===== src/rtl/bram_port_arbiter_if.sv =====
// Requester, clear-control and single-port BRAM signals shared by the arbiter and its environment.
// slave is the arbiter's view; master is the requester/memory side.
interface bram_port_arbiter_if #(
    parameter int ADDR_W = 11,
    parameter int DATA_W = 16
);
    logic              clr;
    logic              req_a;
    logic              req_b;
    logic              we_a;
    logic              we_b;
    logic [ADDR_W-1:0] addr_a;
    logic [ADDR_W-1:0] addr_b;
    logic [DATA_W-1:0] din_a;
    logic [DATA_W-1:0] din_b;
    logic              gnt_a;
    logic              gnt_b;
    logic              rvalid_a;
    logic              rvalid_b;
    logic [DATA_W-1:0] rdata_a;
    logic [DATA_W-1:0] rdata_b;
    logic              busy;
    logic [ADDR_W-1:0] mem_addr;
    logic              mem_we;
    logic [DATA_W-1:0] mem_din;
    logic [DATA_W-1:0] mem_dout;

    modport slave (
        input  clr, req_a, req_b, we_a, we_b, addr_a, addr_b, din_a, din_b, mem_dout,
        output gnt_a, gnt_b, rvalid_a, rvalid_b, rdata_a, rdata_b, busy,
        mem_addr, mem_we, mem_din
    );

    modport master (
        output clr, req_a, req_b, we_a, we_b, addr_a, addr_b, din_a, din_b, mem_dout,
        input  gnt_a, gnt_b, rvalid_a, rvalid_b, rdata_a, rdata_b, busy,
        mem_addr, mem_we, mem_din
    );
endinterface


===== src/rtl/bram_port_arbiter.sv =====
// Two-requester round-robin arbiter in front of a single-port BRAM, with a
// full-memory zero clear after reset and on every clr pulse.
module bram_port_arbiter #(
    parameter int ADDR_W = 11,
    parameter int DATA_W = 16
) (
    input logic               clk,
    input logic               rst,
    bram_port_arbiter_if.slave bus
);
    typedef enum logic {CLEAR, RUN} state_t;

    localparam logic [ADDR_W:0] CLR_LAST = {1'b0, {ADDR_W{1'b1}}};

    state_t            state;
    logic [ADDR_W:0]   clr_cnt;
    logic              last_b;
    logic              rvalid_a_q;
    logic              rvalid_b_q;
    logic              arb_en;
    logic              grant_a;
    logic              grant_b;
    logic [ADDR_W-1:0] m_addr;
    logic              m_we;
    logic [DATA_W-1:0] m_din;

    // clr beats any request in the same cycle; reset is synchronous, so gate
    // the grant path with rst directly to keep outputs quiet while it is held.
    always_comb begin
        arb_en  = (state == RUN) && !rst && !bus.clr;
        grant_a = arb_en && bus.req_a && (!bus.req_b || last_b);
        grant_b = arb_en && bus.req_b && (!bus.req_a || !last_b);
    end

    always_comb begin
        m_addr = '0;
        m_we   = 1'b0;
        m_din  = '0;
        if (!rst && state == CLEAR) begin
            m_addr = clr_cnt[ADDR_W-1:0];
            m_we   = 1'b1;
        end else if (grant_a) begin
            m_addr = bus.addr_a;
            m_we   = bus.we_a;
            m_din  = bus.din_a;
        end else if (grant_b) begin
            m_addr = bus.addr_b;
            m_we   = bus.we_b;
            m_din  = bus.din_b;
        end
    end

    always_ff @(posedge clk) begin
        if (rst) begin
            state      <= CLEAR;
            clr_cnt    <= '0;
            last_b     <= 1'b1;
            rvalid_a_q <= 1'b0;
            rvalid_b_q <= 1'b0;
        end else begin
            rvalid_a_q <= grant_a && !bus.we_a;
            rvalid_b_q <= grant_b && !bus.we_b;
            if (grant_a)
                last_b <= 1'b0;
            else if (grant_b)
                last_b <= 1'b1;
            case (state)
                CLEAR: begin
                    clr_cnt <= clr_cnt + 1'b1;
                    if (clr_cnt == CLR_LAST)
                        state <= RUN;
                end
                RUN: begin
                    if (bus.clr) begin
                        state   <= CLEAR;
                        clr_cnt <= '0;
                    end
                end
                default: state <= CLEAR;
            endcase
        end
    end

    assign bus.gnt_a    = grant_a;
    assign bus.gnt_b    = grant_b;
    assign bus.busy     = rst || (state == CLEAR);
    assign bus.rvalid_a = rvalid_a_q && !rst;
    assign bus.rvalid_b = rvalid_b_q && !rst;
    assign bus.rdata_a  = bus.mem_dout;
    assign bus.rdata_b  = bus.mem_dout;
    assign bus.mem_addr = m_addr;
    assign bus.mem_we   = m_we;
    assign bus.mem_din  = m_din;
endmodule


===== src/flat_wrapper.sv =====
// flat-port wrapper written by rule: the top's interface ports become plain ports
module bram_port_arbiter_flat 
#(
    parameter int ADDR_W = 11,
    parameter int DATA_W = 16
)
  (clk, rst, bus_clr, bus_req_a, bus_req_b, bus_we_a, bus_we_b, bus_addr_a, bus_addr_b, bus_din_a, bus_din_b, bus_mem_dout, bus_gnt_a, bus_gnt_b, bus_rvalid_a, bus_rvalid_b, bus_rdata_a, bus_rdata_b, bus_busy, bus_mem_addr, bus_mem_we, bus_mem_din);
  bram_port_arbiter_if #(.ADDR_W(ADDR_W), .DATA_W(DATA_W)) bus_i ();
  input logic clk;
  input logic rst;
  input wire logic [$bits(bus_i.clr)-1:0] bus_clr;
  input wire logic [$bits(bus_i.req_a)-1:0] bus_req_a;
  input wire logic [$bits(bus_i.req_b)-1:0] bus_req_b;
  input wire logic [$bits(bus_i.we_a)-1:0] bus_we_a;
  input wire logic [$bits(bus_i.we_b)-1:0] bus_we_b;
  input wire logic [$bits(bus_i.addr_a)-1:0] bus_addr_a;
  input wire logic [$bits(bus_i.addr_b)-1:0] bus_addr_b;
  input wire logic [$bits(bus_i.din_a)-1:0] bus_din_a;
  input wire logic [$bits(bus_i.din_b)-1:0] bus_din_b;
  input wire logic [$bits(bus_i.mem_dout)-1:0] bus_mem_dout;
  output wire logic [$bits(bus_i.gnt_a)-1:0] bus_gnt_a;
  output wire logic [$bits(bus_i.gnt_b)-1:0] bus_gnt_b;
  output wire logic [$bits(bus_i.rvalid_a)-1:0] bus_rvalid_a;
  output wire logic [$bits(bus_i.rvalid_b)-1:0] bus_rvalid_b;
  output wire logic [$bits(bus_i.rdata_a)-1:0] bus_rdata_a;
  output wire logic [$bits(bus_i.rdata_b)-1:0] bus_rdata_b;
  output wire logic [$bits(bus_i.busy)-1:0] bus_busy;
  output wire logic [$bits(bus_i.mem_addr)-1:0] bus_mem_addr;
  output wire logic [$bits(bus_i.mem_we)-1:0] bus_mem_we;
  output wire logic [$bits(bus_i.mem_din)-1:0] bus_mem_din;
  assign bus_i.clr = bus_clr;
  assign bus_i.req_a = bus_req_a;
  assign bus_i.req_b = bus_req_b;
  assign bus_i.we_a = bus_we_a;
  assign bus_i.we_b = bus_we_b;
  assign bus_i.addr_a = bus_addr_a;
  assign bus_i.addr_b = bus_addr_b;
  assign bus_i.din_a = bus_din_a;
  assign bus_i.din_b = bus_din_b;
  assign bus_i.mem_dout = bus_mem_dout;
  assign bus_gnt_a = bus_i.gnt_a;
  assign bus_gnt_b = bus_i.gnt_b;
  assign bus_rvalid_a = bus_i.rvalid_a;
  assign bus_rvalid_b = bus_i.rvalid_b;
  assign bus_rdata_a = bus_i.rdata_a;
  assign bus_rdata_b = bus_i.rdata_b;
  assign bus_busy = bus_i.busy;
  assign bus_mem_addr = bus_i.mem_addr;
  assign bus_mem_we = bus_i.mem_we;
  assign bus_mem_din = bus_i.mem_din;
  bram_port_arbiter #(.ADDR_W(ADDR_W), .DATA_W(DATA_W)) u_core (.clk(clk), .rst(rst), .bus(bus_i));
endmodule

===== config.mk =====
export PLATFORM = sky130hd
export DESIGN_NAME = bram_port_arbiter_flat
export DESIGN_NICKNAME = d
export VERILOG_FILES = /design/src/rtl/bram_port_arbiter_if.sv /design/src/rtl/bram_port_arbiter.sv /design/src/flat_wrapper.sv
export SDC_FILE = /design/constraint.sdc
export NUM_CORES = 1
export LEC_CHECK = 0
export CAP_MARGIN = 20
export CORE_MARGIN = 2
export CORE_UTILIZATION = 31
export CTS_CLUSTER_SIZE = 25
export DETAILED_ROUTE_END_ITERATION = 12
export GPL_TIMING_DRIVEN = 0
export PLACE_DENSITY = 0.89
export SYNTH_ARGS = -nofsm -noshare
export SYNTH_HDL_FRONTEND = slang
export SYNTH_SLANG_ARGS = --single-unit

===== constraint.sdc =====
create_clock -name clk -period 2.27 [get_ports clk]
set_input_delay 0.454 -clock clk [delete_from_list [all_inputs] [get_ports clk]]
set_output_delay 0.454 -clock clk [all_outputs]
set_load 0.01 [all_outputs]

==> results.cfg <==
[floorplanning]
fp-row-count = 24
die_h_um = 70.3
core_area_mm2 = 0.00429
dieArea_mm2 = 0.00495
initial_core_util_pct = 31.8
ios = 142
die_x_um = 70.3

[power]
p_leak_nw = 1.25
power_density_mw_per_mm2 = 298
power_mw = 0.813
max-vdd-ir-drop_mv = 0.209

[critical_path]
crit_fanout = 10
worstSetupStartpointType = input pin
slowest_delay_ns = 0.28
worstPathArrival_ns = 1.79
crit_chain = clkdlybuf4s15_2 > nor3b_4 > and3_4 > buf_4 > a22o_1 > dlygate4sd2_1
cp.required_ns = 1.82
crit_type = in -> out
crit_family = buffers and inverters
cp_slowest_cell = nor3b_4
crit_buf_inv = 3
end_kind = primary output

[sta]
worst_pin_slew_ns = 0.343
finalSetupTns_ns = 0
slew_headroom_pct = 77.1
rsz0062_at_grt = yes
holdWs_ns = 0.477
finalHoldViolCount = 0
fin_crit_ns = 2.24
fmax_ghz = 0.446
setup-violations-final = 0
period_share_pct = 98.7
fin_ws_ns = 0.0287
maxSlewViolCount = 0
fin_skew_ns = 0.00181

[route]
via_per_inst = 5.07
dr_wl_met3_um = 499
dr.max_layer_used = met4
postRouteAntennaNets = 0
wl_met1_mm = 1.91
post_drt_wl_per_cell_um = 14.4
drc = 0
drt_iter0_markers = 100
vias = 1821
first_pass_iters = 6
routed_wirelength_mm = 5.16
met2WireLength_mm = 2.67

[logic_synthesis]
synth-main-ff-cell = dfxtp_1
yosys-top-cells-area = dfxtp_1 (23%), buf_4 (19%), a22o_1 (12%), a222oi_1 (6.6%), a21oi_1 (2.9%)
synth_compound_area_share_pct = 30.7
synth-simple-area-share_pct = 19.1
yosys.area_share.xor_xnor_pct = 0.642
synth_nets = 250
synth-async-reset-ratio_pct = 0
netlist_area_mm2 = 0.00136
yosys.area.top_type = dfxtp_1
yosysTopAreaCellShare_pct = 23.5
synth.mux.area_fraction_pct = 0
syn_area_per_cell_um2 = 7.93
ys_seq_area_share_pct = 23.5
synth_cells = 172
yosysWarnings = 0
synth-seq-cells = 16
synth_top_family_by_area = compound AO/OA/AOI/OAI gates
synthAdderAreaFrac_pct = 0.917
synth_edf_count = 0
post_synth_num_cell_types = 35

[placed_design]
place_area_mm2 = 0.00268
dp.final_hpwl_mm = 4.07
dp_slack_ns = -0.936
place_congestion = 0.796
io_buffers = 125

[grt]
grt_pass1_vias = 1756
antenna_found_initial = 0
track_usage_pct = 19.6
grt_max_degree = 11
grt_first_pass_wirelength_mm = 8.01
grt-ovfl-total = 0

[run_status]
status = finished clean

[clock_tree]
cts.sinks = 16
clk_path_buf_depth = 2
cts_hold_buf = 0
cts_root_buffer = clkbuf_8
htreeDepth = 1
cts_buffers = 3
clk_pin_slew_ns = 0.06
cts_tree = built
clkLatencyLatePin_ns = 0.25

[worst_hold_path]
worstHoldPathType = reg -> reg

[final_layout]
nFillCells = 383
fin_nets = 386
syn2layout_area_growth_pct = 100
diodes = 0
drive_above_1_share_pct = 28.7
postLayoutCellArea_mm2 = 0.00273

[job]
cap_viol_max_count = 0
-- routing by layer --
layer | track usage, % | vias up
met5 | 0 | -
met4 | 5.13 | 0
met3 | 3.90 | 9
met2 | 37.7 | 110
met1 | 21.5 | 823
li1 | - | 879
-- power by group --
group,switching (mW),internal [mW]
combinational,0.0808,0.189
sequential,0.00606,0.287
clock,0.0962,0.154
total,0.183,0.630
-- area by class of cell --
class | instances | area, um2 | share of cell area [%]
buffer | 44 | 340 | 12.5
inverter | 10 | 37.5 | 1.37
timing repair buffer | 131 | 1180 | 43.3
clock buffer | 4 | 55.1 | 2.02
tap | 52 | 65.1 | 2.38
sequential | 16 | 320 | 11.7
multi-input combinational | 102 | 731 | 26.8
-- path summary, 6_finish.rpt --
check	endpoint	slack (ns)	start	cells past startpoint
min reg2reg	u_core.state	0.48	u_core.clr_cnt[11]	1
min	u_core.state	0.48	u_core.clr_cnt[11]	1
max	bus_mem_din[6]	0.03	bus_clr	6
max reg2reg	u_core.clr_cnt[11]	0.72	u_core.clr_cnt[2]	5
-- cells in the mapped netlist (2+ instances only) --
| cell type | instances |
|---|---|
| a22o_1 | 18 |
| nand2b_1 | 3 |
| nor2_1 | 9 |
| o211ai_1 | 2 |
| nor2b_1 | 5 |
| dfxtp_1 | 16 |
| o21ai_0 | 8 |
| and3_1 | 4 |
| nand2_1 | 8 |
| nand3_1 | 3 |
| buf_2 | 7 |
| buf_4 | 35 |
| a222oi_1 | 9 |
| inv_1 | 10 |
| o311ai_0 | 2 |
| a21oi_1 | 8 |
| clkbuf_1 | 2 |
| or3_1 | 2 |
| a31oi_1 | 3 |
| nand4_1 | 3 |
-- sequential cells by signal, summed over array words and instances (netlist names) --
signal             cells
u_core.clr_cnt        12
u_core.last_b          1
u_core.rvalid_a_q      1
u_core.rvalid_b_q      1
u_core.state           1
-- cell usage in the layout (no fill, tap or decap), types with 3 or more instances in the layout --
cell	count
nand2_1	8
inv_1	10
dfxtp_1	16
a22o_1	18
o21ai_0	8
dlygate4sd2_1	7
buf_4	41
a31oi_1	3
clkdlybuf4s50_1	91
buf_6	3
a21oi_1	8
nand2b_1	3
buf_2	10
nor2b_1	5
clkbuf_8	4
nor2_1	8
a222oi_1	9
nand4_1	3
nand3_1	3
clkbuf_2	16
-- metrics by stage --
step	instances	util, %
after floorplan	172	-
after global placement	349	62.4
after detailed placement	349	62.4
after CTS	358	65.8
after global routing	359	63.6
final	359	63.6
-- kinds of logic after synthesis --
logic type               Yosys count
flip-flops                        16
AO/OA/AOI/OAI                     55
XOR/XNOR                           1
AND/OR/NAND/NOR                   45
buffers and inverters             54
adder cells (fa/ha/maj)            1
-- repair_timing --
action	CTS	global route
endpoints found under the setup margin	31	26
cloned	1	0
pin swaps	11	4
buffers inserted	4	1
gates resized for setup	82	33
Power figures use the tool's default switching activity.
==> RTL change 1: new RTL, same settings <==
`DATA_W` is set to 16 in 3 places; all go to 32.
--- a/src/rtl/bram_port_arbiter_if.sv
+++ b/src/rtl/bram_port_arbiter_if.sv
@@ -2,7 +2,7 @@
 // slave is the arbiter's view; master is the requester/memory side.
 interface bram_port_arbiter_if #(
     parameter int ADDR_W = 11,
-    parameter int DATA_W = 16
+    parameter int DATA_W = 32
 );
     logic              clr;
     logic              req_a;
--- a/src/rtl/bram_port_arbiter.sv
+++ b/src/rtl/bram_port_arbiter.sv
@@ -2,7 +2,7 @@
 // full-memory zero clear after reset and on every clr pulse.
 module bram_port_arbiter #(
     parameter int ADDR_W = 11,
-    parameter int DATA_W = 16
+    parameter int DATA_W = 32
 ) (
     input logic               clk,
     input logic               rst,
--- a/src/flat_wrapper.sv
+++ b/src/flat_wrapper.sv
@@ -2,7 +2,7 @@
 module bram_port_arbiter_flat 
 #(
     parameter int ADDR_W = 11,
-    parameter int DATA_W = 16
+    parameter int DATA_W = 32
 )
   (clk, rst, bus_clr, bus_req_a, bus_req_b, bus_we_a, bus_we_b, bus_addr_a, bus_addr_b, bus_din_a, bus_din_b, bus_mem_dout, bus_gnt_a, bus_gnt_b, bus_rvalid_a, bus_rvalid_b, bus_rdata_a, bus_rdata_b, bus_busy, bus_mem_addr, bus_mem_we, bus_mem_din);
   bram_port_arbiter_if #(.ADDR_W(ADDR_W), .DATA_W(DATA_W)) bus_i ();
Interface: changed (6 resized); port bits go from 142 to 238. The function was not compared with the original's and may differ.
==> RTL change 1 against the original RTL <==
  * Sequential cell count did not move
  * Cell area rose by 48%
  * Critical path type unchanged
  * Power rose by 17%
  * Sequential power barely moved
  * Synthesized cell count rose by 30%
  * Area after synthesis rose by 38%
  * Worst setup slack improved by 0.0084 ns
  * Wire length rose by 77%
==> RTL change 1: results (changes against the original RTL) <==
layout net count 575 (+49%); vias 2601 (+43%); worst hold slack 0.548 ns (+0.0709 ns); Slowest-stage cell, CP a221o_1; worst vdd ir 0.000440 V (+110%); DP Area 0.00402 mm^2 (+50%); hold path start u_core.clr_cnt[10]$_SDFFE_PP0P_; vias in the first global route 2424 (+38%); DR WL/cell 17.6 um (+22%); Port Buffers 204 (+63%); Most flops, register u_core.clr_cnt; gpl congestion 0.836 (+5.0%); Detail Placement HPWL 7300 um (+79%); critical path fanouts, max 5 (-5); ant diodes 0 (unchanged); Mapped Nets 350 (+40%); YS warnings 0 (unchanged); Largest delay share family, worst path buffers and inverters; Largest register FFs 12 (unchanged); area share of the largest cell type after synthesis 0.255 (+0.0206); Worst Setup EP bus_mem_addr[0]; clock buffer depth 2 (unchanged); R2R Path Start u_core.clr_cnt[3]$_SDFFE_PP0P_; instance count of the mapped netlist 224 (+30%); Synth top cells by count 64 x buf_4, 32 x a22o_1, 16 x dfxtp_1; Startpoint Class input port; clock insertion delay at the later pin of the skew report 0.25 ns (about the same); largest net degree at the start of global routing 11 (unchanged); drt first pass iters 4 (-2); worst hold-check path type flip-flop to flip-flop; Placed Cells 503 (+44%); Lkg Pwr 1.82 nW (+45%); layout cell share with drive strength beyond 1 0.329 (+0.0422); Synth area leaders buf_4 26%, dfxtp_1 17%, a22o_1 15%; sequential-to-total area share from yosys stat 0.170 (-0.0645); status complete, no violations; vias per inst 4.98 (-1.8%); R2R Setup Slk 0.68 ns (-0.04 ns); Critical R2R Capture u_core.clr_cnt[9]$_SDFFE_PP0P_; initial antenna violation count 0 (unchanged); Max stage delay on crit path 0.34 ns (+0.06 ns); fill count 502 (+31%); Synth Flop Type dfxtp_1; worst r2r path cells 3 (-2); CP arrival 1.78 ns; sw power 232 uW (+27%); hold-critical path depth 2 (+1); first-pass GRT wire length 12300 um (+53%); Cell variety after synth 42 (+20%); Hold EP u_core.clr_cnt[10]$_SDFFE_PP0P_; Worst Setup SP bus_req_a; Worst Clk Skew 0.00677 ns (+0.00497 ns); GRT Util Overall 0.235 (+0.0393); Worst-Margin Slew 0.463 ns (+0.120 ns)
[RTL change 1: final cells by class]
class	count	area [um^2]	share of cell area
clock buffer	3	41.3	0.0102
inverter	2	7.51	0.00185
tap	75	93.8	0.0232
timing repair buffer	221	2030	0.500
sequential	16	322	0.0793
multi-input combinational	128	975	0.241
buffer	77	588	0.145
[RTL change 1: per-stage QoR]
step                      worst slack, ns   util
final                              0.0371  0.689
after global routing              -0.0141  0.689
after CTS                          0.0198  0.681
after detailed placement            -1.06  0.682
after global placement              -1.06  0.682
after floorplan                     0.281      -
[RTL change 1: what timing repair did]
item,in CTS,in global routing
gates cloned,2,1
gates resized for setup,186,8
pin swaps,2,3
endpoints found under the setup margin,46,38
setup buffers,12,3
[RTL change 1: power groups by stage]
| stage | Combinational [mW] | Sequential [mW] | Clock [mW] |
|---|---|---|---|
| 3_5_place_dp | 0.442 | 0.298 | 0 |
| 6_report | 0.440 | 0.292 | 0.219 |
| 5_1_grt | 0.463 | 0.292 | 0.229 |
| 4_1_cts | 0.440 | 0.291 | 0.215 |
| 2_1_floorplan | 0.145 | 0.296 | 0 |
| 3_3_place_gp | 0.435 | 0.297 | 0 |
[RTL change 1: cells by family (layout without fill, tap and decap cells)]
| group | count (synthesis) | in the layout | synth area share |
|---|---|---|---|
| AND/OR/NAND/NOR | 56 | 57 | 0.186 |
| adder cells (fa/ha/maj) | 1 | 1 | 0.00665 |
| flip-flops | 16 | 16 | 0.170 |
| multiplexers | 1 | 1 | 0.00599 |
| AO/OA/AOI/OAI | 69 | 69 | 0.311 |
| buffers and inverters | 81 | 303 | 0.321 |
[RTL change 1: layer usage]
layer / GRT usage / share of wire
met1: 0.272 / 0.35
met2: 0.424 / 0.51
met3: 0.0846 / 0.13
met4: 0.0317 / 0.0082
met5: 0 / 0
==> RTL change 2: new RTL, same flow settings <==
Without the edit above. Make the reset (`rst`) asynchronous in one clocked block.
--- a/src/rtl/bram_port_arbiter.sv
+++ b/src/rtl/bram_port_arbiter.sv
@@ -50,7 +50,7 @@
         end
     end
 
-    always_ff @(posedge clk) begin
+    always_ff @(posedge clk or posedge rst) begin
         if (rst) begin
             state      <= CLEAR;
             clr_cnt    <= '0;
Function: no difference found for any inputs over 10 cycles, from zero or initial values and one cycle with rst high; that may be too few to reach the edited logic, so the function may still have changed.
==> RTL change 2 against the original RTL <==
  * Area after synthesis rose by 6.9%
  * Worst setup slack better by 0.021 ns
  * Cell area is 2.6% higher
  * Wire length up 2.5%
  * Global-route usage is 0.73 points lower
  * Sequential cell count did not move
  * Register-to-register slack improved by 0.03 ns
  * Sequential share of layout area grew 2.6 points
  * Synthesized cell count decreased by 7.0%
  * Count of clock-buffer cells in the layout stayed put
Power is not compared: it rests on default switching activity, and its combinational part moved more than twofold at a synthesized area within 25%.
==> RTL change 2: results (changes against the original RTL) <==
worst hold slack 0.336 ns (-0.141 ns); Power Clock 259 uW; worst r2r path cells 4 (-1); Cell variety after synth 39 (+11%); CP arrival 1.77 ns (-0.02 ns); gpl congestion 0.818 (+2.8%); sequential-to-total area share from yosys stat 0.276 (+0.0407); Detail Placement HPWL 4220 um (+3.7%); fill count 384 (+0.26%); DR WL/cell 15.5 um (+7.6%); Met3 Routed Length 460 um (-7.8%); worst vdd ir 0.000230 V; worst hold-check path type input port to async pin; status complete, no violations; Largest delay share family, worst path flip-flops; R2R Path Start u_core.clr_cnt[0]$_DFFE_PP0P_; async set-or-reset flop fraction in the synthesized netlist 1.00 (+1.00); First DRT Iteration DRCs 57 (-43%); Worst Clk Skew 0.00229 ns (+0.000481 ns); sequential power 461 uW; layout net count 369 (-4.4%); layout cell share with drive strength beyond 1 0.228 (-0.0591); Max stage delay on crit path 0.42 ns (+0.14 ns); clock buffer depth 2 (unchanged); Synth area leaders dfrtp_1 26%, buf_4 18%, a22o_1 9.6%; met2 wire length 2740 um (+2.6%); R2R Setup Slk 0.75 ns (+0.03 ns); Mapped Nets 238 (-4.8%); clock slew at reported path FFs 0.07 ns; Synth top cells by count 35 x buf_4, 16 x a22o_1, 15 x dfrtp_1; Critical R2R Capture u_core.clr_cnt[8]$_DFFE_PP0P_; vias 1719 (-5.6%); Sw Share 0.345; clock insertion delay at the later pin of the skew report 0.25 ns (about the same); YS warnings 0 (unchanged); Slowest-stage cell, CP dfrtp_1; Port Buffers 125 (unchanged); met1 wire length 1980 um (+3.7%); drt first pass iters 4 (-2); first-pass GRT wire length 7890 um (-1.5%); Top Metal Used met4; GR Util met3 0.0511 (+0.0121); post-place setup slack -0.695 ns (+0.241 ns); largest net degree at the start of global routing 17 (+6); met1 usage 0.204 (-0.0106); Tot Pwr 1.31 mW; initial antenna violation count 0 (unchanged); Lkg Pwr 1.26 nW; Synth Flop Type dfrtp_1; Root Driver clkbuf_8; ant diodes 0 (unchanged); Slew Limit Headroom 0.734 (-0.0370); GRT Util Overall 0.189 (-0.00729); GR Util met2 0.339 (-0.0380); min Tclk post-route 2.22 ns (-0.0208 ns); critical path fanouts, max 10 (unchanged); Max H-tree Level 1 (unchanged)
[RTL change 2: cell count changes after synthesis, sizes merged, moves of 7 or more]
cell	change
a21oi	-7
and2	+8
a222oi	-9
nor2	-8
dfrtp	+15
dfxtp	-16
a221o	+12
[RTL change 2: through the flow]
| stage | utilization | std cells | setup TNS (ns) | area, um^2 |
|---|---|---|---|---|
| floorplan | - | 160 | 0 | 1460 |
| global placement | 0.624 | 337 | -17.83 | 2770 |
| detailed placement | 0.624 | 337 | -19.17 | 2770 |
| CTS | 0.637 | 343 | 0 | 2830 |
| global route | 0.631 | 342 | 0 | 2800 |
| finish | 0.631 | 342 | 0 | 2800 |
[RTL change 2: kinds of logic after synthesis]
group	after synthesis	share of synthesized area
compound gates	48	0.275
buf+inv	46	0.226
simple gates	46	0.197
flops	16	0.276
xor+xnor	2	0.0120
mux	1	0.00687
fa+ha+maj	1	0.00858
[RTL change 2: area by class of cell]
type / instances / share of cell area
flip-flops and latches: 16 / 0.143
multi-input cells: 98 / 0.264
inverters: 5 / 0.00804
clock buffers: 4 / 0.0196
plain buffers: 40 / 0.113
well taps: 52 / 0.0232
repair buffers: 127 / 0.428
[RTL change 2: worst max-delay path by stage]
stage	startpoint	endpoint	depth (start not counted)
floorplan	u_core.last_b$_DFFE_PP1P_	bus_mem_addr[8]	4
global placement	rst	bus_mem_we	6
detailed placement	rst	bus_mem_addr[3]	6
CTS	rst	bus_mem_addr[3]	5
global route	bus_clr	bus_mem_din[13]	6
finish	u_core.state$_DFF_PP0_	bus_mem_addr[1]	5
[RTL change 2: timing repair]
item / CTS / global route
pin swaps: 3 / 1
setup endpoints to repair: 31 / 25
hold buffers: 0 / 0
endpoints found under the hold margin: 0 / 0
cloned: 0 / 0
gates resized for setup: 47 / 27
buffers inserted: 2 / 0
